`config.mk`:
```
export PLATFORM = sky130hd
export DESIGN_NAME = obstacle_collision_detector
export DESIGN_NICKNAME = d
export VERILOG_FILES = /design/src/rtl/obstacle_collision_detector.sv
export SDC_FILE = /design/constraint.sdc
export NUM_CORES = 1
export LEC_CHECK = 0
export CORE_MARGIN = 1.5
export CORE_UTILIZATION = 43
export DETAILED_ROUTE_END_ITERATION = 10
export HOLD_SLACK_MARGIN = 0.06
export PLACE_DENSITY = 0.7
export SYNTH_ARGS = -nofsm -noshare
export SYNTH_HDL_FRONTEND = slang
export SYNTH_SLANG_ARGS = --single-unit
```
`constraint.sdc`:
```
create_clock -name pclk -period 3.42 [get_ports pclk]
set_input_delay 0.342 -clock pclk [delete_from_list [all_inputs] [get_ports pclk]]
set_output_delay 0.342 -clock pclk [all_outputs]
set_load 0.005 [all_outputs]
```
`src/rtl/obstacle_collision_detector.sv`:
```
// -----------------------------------------------------------------------------
// obstacle_collision_detector
//
// Purpose:
//   Sits downstream of the obstacle drawing blocks. Every pixel clock it checks
//   whether the obstacle pixel reported by those blocks falls inside the mouse
//   pointer box. It also tracks player HP, a post-hit invulnerability window
//   measured in frames, and a game-over flag. Its outputs feed the game control
//   FSM and the HUD.
//
// Ports:
//   pclk           pixel clock
//   rst            synchronous active-high reset
//   hcount_in      current pixel column (12 bit)
//   vcount_in      current pixel row (12 bit)
//   obstacle_x/_y  obstacle pixel position; (0,0) means "no obstacle pixel"
//   mouse_xpos/_ypos  pointer top-left corner, latched once per frame
//   game_start     one-cycle pulse: load HP and begin play
//   menu_on        menu active: abort play (ignored once dead)
//   hp             remaining HP
//   hit            one-cycle pulse for each accepted hit
//   invulnerable   high for the invulnerability window after a hit
//   game_over      high once HP reaches 0, held until game_start or rst
// -----------------------------------------------------------------------------
module obstacle_collision_detector #(
    parameter int POINTER_W     = 16,
    parameter int POINTER_H     = 16,
    parameter int MAX_HP        = 3,
    parameter int INVULN_FRAMES = 60
) (
    input  logic        pclk,
    input  logic        rst,
    input  logic [11:0] hcount_in,
    input  logic [11:0] vcount_in,
    input  logic [11:0] obstacle_x,
    input  logic [11:0] obstacle_y,
    input  logic [11:0] mouse_xpos,
    input  logic [11:0] mouse_ypos,
    input  logic        game_start,
    input  logic        menu_on,
    output logic [3:0]  hp,
    output logic        hit,
    output logic        invulnerable,
    output logic        game_over
);

    typedef enum logic [1:0] {
        IDLE,
        PLAY,
        INVULN,
        DEAD
    } state_e;

    localparam logic [3:0]  HP_LOAD  = 4'(MAX_HP);
    localparam logic [7:0]  INV_LOAD = 8'(INVULN_FRAMES);
    localparam logic [12:0] W_SPAN   = 13'(POINTER_W - 1);
    localparam logic [12:0] H_SPAN   = 13'(POINTER_H - 1);

    state_e      state_q, state_d;
    logic [3:0]  hp_q, hp_d;
    logic        hit_q, hit_d;
    logic        inv_q, inv_d;
    logic        go_q, go_d;
    logic [7:0]  cnt_q, cnt_d;
    logic [11:0] mx_q, mx_d;
    logic [11:0] my_q, my_d;

    logic        frame_sof;
    logic        overlap;
    logic [12:0] x_hi, y_hi;

    assign frame_sof = (hcount_in == 12'd0) && (vcount_in == 12'd0);

    // Box edges are widened to 13 bits so a pointer parked near 4095 does not
    // wrap its right/bottom edge back to a small value.
    assign x_hi = {1'b0, mx_q} + W_SPAN;
    assign y_hi = {1'b0, my_q} + H_SPAN;

    // Overlap always uses the latched pointer, i.e. the value in force before
    // any update happening on this same frame_sof cycle.
    assign overlap = ((obstacle_x != 12'd0) || (obstacle_y != 12'd0))
                   && (obstacle_x >= mx_q) && ({1'b0, obstacle_x} <= x_hi)
                   && (obstacle_y >= my_q) && ({1'b0, obstacle_y} <= y_hi);

    // NOTE: every variable gets its default at the top of this block so no
    // path through the case leaves one unassigned, which would infer a latch.
    always_comb begin
        state_d = state_q;
        hp_d    = hp_q;
        hit_d   = 1'b0;
        inv_d   = inv_q;
        go_d    = go_q;
        cnt_d   = cnt_q;
        mx_d    = frame_sof ? mouse_xpos : mx_q;
        my_d    = frame_sof ? mouse_ypos : my_q;

        unique case (state_q)
            IDLE: begin
                // Overlap is ignored while not playing.
                if (game_start) begin
                    state_d = PLAY;
                    hp_d    = HP_LOAD;
                    go_d    = 1'b0;
                    inv_d   = 1'b0;
                end
            end

            PLAY: begin
                if (menu_on) begin
                    state_d = IDLE;
                end else if (overlap) begin
                    hit_d = 1'b1;
                    if (hp_q <= 4'd1) begin
                        // Last life (the <= also keeps hp from wrapping).
                        state_d = DEAD;
                        hp_d    = 4'd0;
                        go_d    = 1'b1;
                    end else begin
                        state_d = INVULN;
                        hp_d    = hp_q - 4'd1;
                        inv_d   = 1'b1;
                        cnt_d   = INV_LOAD;
                    end
                end
            end

            INVULN: begin
                if (menu_on) begin
                    state_d = IDLE;
                    inv_d   = 1'b0;
                    cnt_d   = 8'd0;
                end else if (frame_sof) begin
                    if (cnt_q <= 8'd1) begin
                        state_d = PLAY;
                        inv_d   = 1'b0;
                        cnt_d   = 8'd0;
                    end else begin
                        cnt_d = cnt_q - 8'd1;
                    end
                end
            end

            DEAD: begin
                // menu_on has no effect here; only a new game leaves DEAD.
                if (game_start) begin
                    state_d = PLAY;
                    hp_d    = HP_LOAD;
                    go_d    = 1'b0;
                end
            end

            default: state_d = IDLE;
        endcase
    end

    // NOTE: state registers use non-blocking assignments so every flop samples
    // the pre-edge values, independent of statement order.
    always_ff @(posedge pclk) begin
        if (rst) begin
            state_q <= IDLE;
            hp_q    <= 4'd0;
            hit_q   <= 1'b0;
            inv_q   <= 1'b0;
            go_q    <= 1'b0;
            cnt_q   <= 8'd0;
            mx_q    <= 12'd0;
            my_q    <= 12'd0;
        end else begin
            state_q <= state_d;
            hp_q    <= hp_d;
            hit_q   <= hit_d;
            inv_q   <= inv_d;
            go_q    <= go_d;
            cnt_q   <= cnt_d;
            mx_q    <= mx_d;
            my_q    <= my_d;
        end
    end

    assign hp           = hp_q;
    assign hit          = hit_q;
    assign invulnerable = inv_q;
    assign game_over    = go_q;

endmodule

```
### Word level (Yosys, flattened, before mapping)

Cells that the tools add are included.

* bits in registers: 41
* input port bits: 76
* output and inout bits: 7
* word-level logic and storage cells: 85

* add/sub/neg operators: 4
* $lt $le $gt $ge: 6
* equality and inequality tests: 12
* muxes and demuxes: 33
* bitwise operators: 1
* reduce and logical (&&, ||, !) cells: 21

Operators by type and width (count)
* 8-bit two-way mux: 6
* 12-bit by 4-bit adder with 13-bit output, second input constant: 2
* 12-bit by 13-bit <= comparator with 1-bit output: 2
* 12-bit greater-or-equal comparator: 2
* 12-bit logical NOT: 2
* 12-bit nonzero test: 2
* 4-bit two-way mux: 4
* 8-bit one-hot mux with 2 select lines: 1
* 1-bit two-way mux: 12
* 2-bit two-way mux: 6
* 2-bit inequality test, second input constant: 5
* 5-bit AND reduction: 2
* 3-bit inequality test, second input constant: 3
* 8-bit by 1-bit <= comparator with 1-bit output, second input constant: 1
* 4-bit one-hot mux with 2 select lines: 1
* 4-bit AND reduction: 2
* 8-bit by 1-bit subtractor with 8-bit output, second input constant: 1
* 7-bit AND reduction: 1
* 2-bit one-hot mux with 3 select lines: 1
* 1-bit logical AND: 5
* 2-bit == test, second input constant: 2
* 4-bit by 1-bit <= comparator with 1-bit output, second input constant: 1
* 2-bit nonzero test: 2
* 4-bit by 1-bit subtractor with 4-bit output, second input constant: 1
* other kinds (10): 10

### Longest topological paths before layout

* depth in word-level cells: 9
* depth in mapped cells: 14
* gate-level depth less buffers: 13

### Worst setup path after synthesis

No wires, ideal clock.

* kind: register to register
* start point: reg my_q[0]
* end point: reg cnt_q[5]
* library setup time: 0.122 ns
* arrival: 2.857 ns
* data required time: 3.298 ns
* path slack: 0.441 ns
* stages on the path, launching flop included: 14
* buffers on the path: 0
* period minus slack after synthesis: 2.979 ns
* cell sequence: dfxtp_1 > inv_1 > ha_1 > a211oi_4 > nand3_1 > xnor2_1 > ha_1 > and4_1 > a21oi_1 > o211ai_1 > o211ai_2 > nand4_4 > o21a_4 > o311a_1

* word-level cells in the longest chain between the ends: 5
* elaborated cells on any way between the ends: 7
* classes of those cells: 1 x add/sub; 2 x order compare; 1 x eq/ne; 3 x reduce/logical

RTL lines
* start: declaration: line 66 `logic [11:0] my_q, my_d;`
* start signal: assignment: line 176 `my_q <= my_d;`
* 12-bit by 4-bit adder with 13-bit output / 12-bit greater-or-equal comparator (equally long branches): line 77, 83
* 12-bit by 13-bit <= comparator with 1-bit output / 1-bit logical AND (equally long branches): line 83 `&& (obstacle_y >= my_q) && ({1'b0, obstacle_y} <= y_hi);`
* 1-bit logical AND *: line 83
* 2-bit inequality test (no line) *
* 5-bit AND reduction (no line) *
* end signal: assignment: line 174 `cnt_q <= cnt_d;`
* end: declaration: line 64 `logic [7:0] cnt_q, cnt_d;`

Mark *: on every way between the ends. The rest lies on a longest branch, timed or not.
A chain may end at the register's enable or synchronous reset.

### Worst setup path in the final report

* start point: reg mx_q[0]
* end point: reg cnt_q[5]

* word-level cells in the longest chain between the ends: 7
* elaborated cells on any way between the ends: 9
* classes of those cells: 1 x add/sub; 2 x order compare; 1 x eq/ne; 5 x reduce/logical

RTL lines
* start: declaration: line 65 `logic [11:0] mx_q, mx_d;`
* start signal: assignment: line 175 `mx_q <= mx_d;`
* 12-bit by 4-bit adder with 13-bit output / 12-bit greater-or-equal comparator (equally long branches): line 76, 82
* 12-bit by 13-bit <= comparator with 1-bit output / 1-bit logical AND (equally long branches): line 82 `&& (obstacle_x >= mx_q) && ({1'b0, obstacle_x} <= x_hi)`
* 1-bit logical AND *: line 82
* 1-bit logical AND * (2 in series): line 83
* 2-bit inequality test (no line) *
* 5-bit AND reduction (no line) *

Marks and branches as above.

==> results.sh <==
export IMPL_status="completed"
export IMPL_ys_types=59
export IMPL_core_area_um2=8260
export IMPL_grt_busiest_layer="met2"
export IMPL_power_per_cell_area_nw_per_um2=298
export IMPL_clock_skew_ps=10.3
export IMPL_cts_buffer_depth=2
export IMPL_grt_ovfl_total=0
export IMPL_hpwlAfterDp_mm=7.33
export IMPL_synth_top_area_cell="dfxtp_1"
export IMPL_r2r_slack_ps=180
export IMPL_yosys_area_top_type_share=0.222
export IMPL_tns_ps=0
export IMPL_synthTopCellsByArea="dfxtp_1 22%, ha_1 19%, mux2i_1 6.5%, nor2_1 5.2%, xnor2_1 5.0%"
export IMPL_viasPerCell=5.64
export IMPL_rows=33
export IMPL_synth_main_ff_cell="dfxtp_1"
export IMPL_clk_pin_slew_ps=90
export IMPL_yosys_register_bits=41
export IMPL_synth_avg_cell_area_um2=8.23
export IMPL_critPathBufInv=1
export IMPL_r2r_end="cnt_q[5]$_SDFFE_PP0P_"
export IMPL_crit_top_cell="ha_1"
export IMPL_drv_slew=0
export IMPL_min_path_cells=2
export IMPL_cts_sinks=41
export IMPL_crit_fanout=6
export IMPL_routed_wl_mm=9.60
export IMPL_final_util=0.580
export IMPL_drt_pass1_iterations=4
export IMPL_endpoint_kind="register"
export IMPL_grt_max_degree=43
export IMPL_dpl_cell_area_um2=4640
export IMPL_peakVddDrop_mv=0.221
export IMPL_ys_warn_count=0
export IMPL_cts_buffers=5
export IMPL_drc_errors=0
export IMPL_clk_insertion_delay_late_ps=300
export IMPL_max_cap_violations=0
export IMPL_start_util=0.448
export IMPL_synth_edff_count=0
export IMPL_seq_area_frac_synth=0.222
export IMPL_dieWidth_um=95.8
export IMPL_rsz0062_at_grt="false"
export IMPL_grt_pass1_wl_mm=15.3
export IMPL_clock_fmax_ghz=0.308
export IMPL_nNetsFinal=669
export IMPL_post_route_cell_area_um2=4790
export IMPL_setup_viol_count_final=0
export IMPL_worst_pin_slew_ps=632
export IMPL_wl_per_cell_um=15.0
export IMPL_arrival_ps=3440
export IMPL_hp_class="register to register"
export IMPL_critPathMaxStageDelay_ps=380
export IMPL_synthArstFlopShare=0
export IMPL_rr_startpoint="mx_q[0]$_SDFFE_PP0P_"
export IMPL_drt_iter0_drc=162
export IMPL_synthCells=450
export IMPL_place_gp_congestion=0.936
export IMPL_antenna_found_initial=0
export IMPL_placement_io_buffers=82
export IMPL_hold_buffers=0
export IMPL_use_met2=0.365
export IMPL_cp_cell_sequence="inv_1 > ha_1 > a21oi_2 > nand4_1 > xnor2_1 > ha_1 > a21oi_1 > o211ai_1 > a31oi_1 > a221o_1 > nand4_4 > o21a_4 > o311a_1"
export IMPL_ant_nets=0
export IMPL_antenna_cells=0
export IMPL_grt_use_met3=0.0379
export IMPL_drive_gt1_frac=0.0690
export IMPL_finalHoldViolations=0
export IMPL_worstPathRequired_ps=3610
export IMPL_die_y_um=95.8
export IMPL_hold_end="my_q[5]$_SDFFE_PP0P_"
export IMPL_dp_cells=629
export IMPL_crit_slowest_cell="dfxtp_1"
export IMPL_final_min_clock_period_ps=3240
export IMPL_post_route_period_util=0.949
export IMPL_cts_root_buf="clkbuf_8"
export IMPL_netlist_area_um2=3700
export IMPL_h_tree_depth=2
export IMPL_crit_type="register to register"
export IMPL_min_delay_start="my_q[5]$_SDFFE_PP0P_"
export IMPL_grt_pass1_vias=3513
export IMPL_synth_fp_nets=583
export IMPL_cts_tree="built"
export IMPL_setup_worst_path_start_class="register"
export IMPL_p_leak_nw=1.75
export IMPL_use_met1=0.262
export IMPL_grt_use_total=0.208
export IMPL_pin_count=83
export IMPL_vias=3617
export IMPL_area_delta_synth_final_pct=29.4
export IMPL_finalNonFillerCells=641
export IMPL_dieArea_um2=9180
export IMPL_r2r_cells=13
export IMPL_cp_top_family="compound AO/OA/AOI/OAI gates"
export IMPL_slew_headroom=0.576
## Yosys cell counts (all sizes together), types with 2 or more instances
cell and instances:
o21a 4, a211oi 5, mux2 4, dfxtp 41
or3 3, nor2 52, a31oi 9, o211ai 8
nor2b 8, o311ai 2, nor4 17, o31ai 2
nand4 12, buf 5, clkbuf 8, mux2i 24
nand3 12, nand2 27, ha 57, and3 5
o21ai 11, a31o 2, a21oi 28, nor3 12
a21o 7, a211o 3, xnor2 21, a32oi 2
inv 40, and4 3
## tightest hold or removal path: stages, from the launching register on
cell and delay [ps]:
dfxtp_1 330, mux2i_1 60, nor2_1 70
## worst max-delay path by stage
stage / startpoint / to / depth (start not counted) / slack [ps]
2_1_floorplan: my_q[0]$_SDFFE_PP0P_ / cnt_q[5]$_SDFFE_PP0P_ / 13 / 440
3_3_place_gp: my_q[0]$_SDFFE_PP0P_ / cnt_q[5]$_SDFFE_PP0P_ / 13 / 220
3_5_place_dp: my_q[0]$_SDFFE_PP0P_ / cnt_q[5]$_SDFFE_PP0P_ / 13 / 120
4_1_cts: my_q[0]$_SDFFE_PP0P_ / cnt_q[5]$_SDFFE_PP0P_ / 13 / 90
5_1_grt: my_q[0]$_SDFFE_PP0P_ / cnt_q[5]$_SDFFE_PP0P_ / 13 / 10
6_report: mx_q[0]$_SDFFE_PP0P_ / cnt_q[5]$_SDFFE_PP0P_ / 13 / 180
## report_power, final
group          total, W  leakage (nW)  internal (W)  switching, W
Clock          0.000396        0.0540      0.000213      0.000183
Combinational  0.000512          1.37      0.000243      0.000269
Sequential     0.000519         0.332      0.000498     0.0000214
Total           0.00143          1.75      0.000953      0.000473
## stage by stage
step	hold WS [ps]	total power (W)	setup WS, ps
after floorplan	460	0.000829	441
after global placement	477	0.00102	219
after detailed placement	485	0.00103	116
after CTS	505	0.00142	92.4
after global routing	529	0.00151	12.8
final	498	0.00143	176
## layout by cell type, fill, tap and decap left out, types with 3 or more instances in the layout
| cell type | n |
|---|---|
| mux2_4 | 4 |
| nand4_1 | 11 |
| nor4_1 | 15 |
| or3_1 | 3 |
| a211oi_1 | 4 |
| nor3_1 | 11 |
| o21ai_1 | 3 |
| buf_4 | 9 |
| dfxtp_1 | 40 |
| nor2_1 | 51 |
| o21ai_0 | 8 |
| a21oi_1 | 27 |
| nand2_1 | 27 |
| mux2i_1 | 24 |
| xnor2_1 | 21 |
| a21o_1 | 7 |
| a31oi_1 | 8 |
| o21a_1 | 3 |
| ha_1 | 57 |
| nand3_1 | 12 |
| a211o_1 | 3 |
| nor2b_1 | 8 |
| clkbuf_8 | 5 |
| clkdlybuf4s50_1 | 82 |
| o211ai_1 | 7 |
| and3_1 | 5 |
| inv_1 | 39 |
## state kept, by name, indices dropped and copies added, names as in the netlist
signal        count
mx_q             12
my_q             12
cnt_q             8
hp                4
state_q           2
game_over         1
hit               1
invulnerable      1
## layer usage
layer  wire length, µm  share of wire
met1              4380           0.46
met2              4620           0.48
met3               516          0.054
met4                84         0.0088
met5                 0              0
## timing repair
| item | in CTS | in global routing |
|---|---|---|
| setup endpoints to repair | 0 | 11 |
| hold endpoints to repair | 0 | 0 |
| resized for setup | 0 | 3 |
| buffers inserted | 0 | 4 |
## kinds of logic (layout without fill, tap and decap cells)
kind of cell / Yosys count / in the layout / synth area share
adder cells (fa/ha/maj): 57 / 57 / 0.193
AND/OR/NAND/NOR: 154 / 155 / 0.216
AO/OA/AOI/OAI: 95 / 95 / 0.182
multiplexers: 28 / 28 / 0.0811
buffers and inverters: 53 / 138 / 0.0551
XOR/XNOR: 22 / 22 / 0.0520
flip-flops: 41 / 41 / 0.222
## layout make-up
type,instances,area (µm²)
Sequential cell,41,822
Clock buffer,5,68.8
Tap cell,105,131
Multi-Input combinational cell,357,2700
Fill cell,758,3470
Timing Repair Buffer,91,888
Inverter,40,150
Clock inverter,2,35.0
Note: power is estimated with default switching activity, not from simulation.
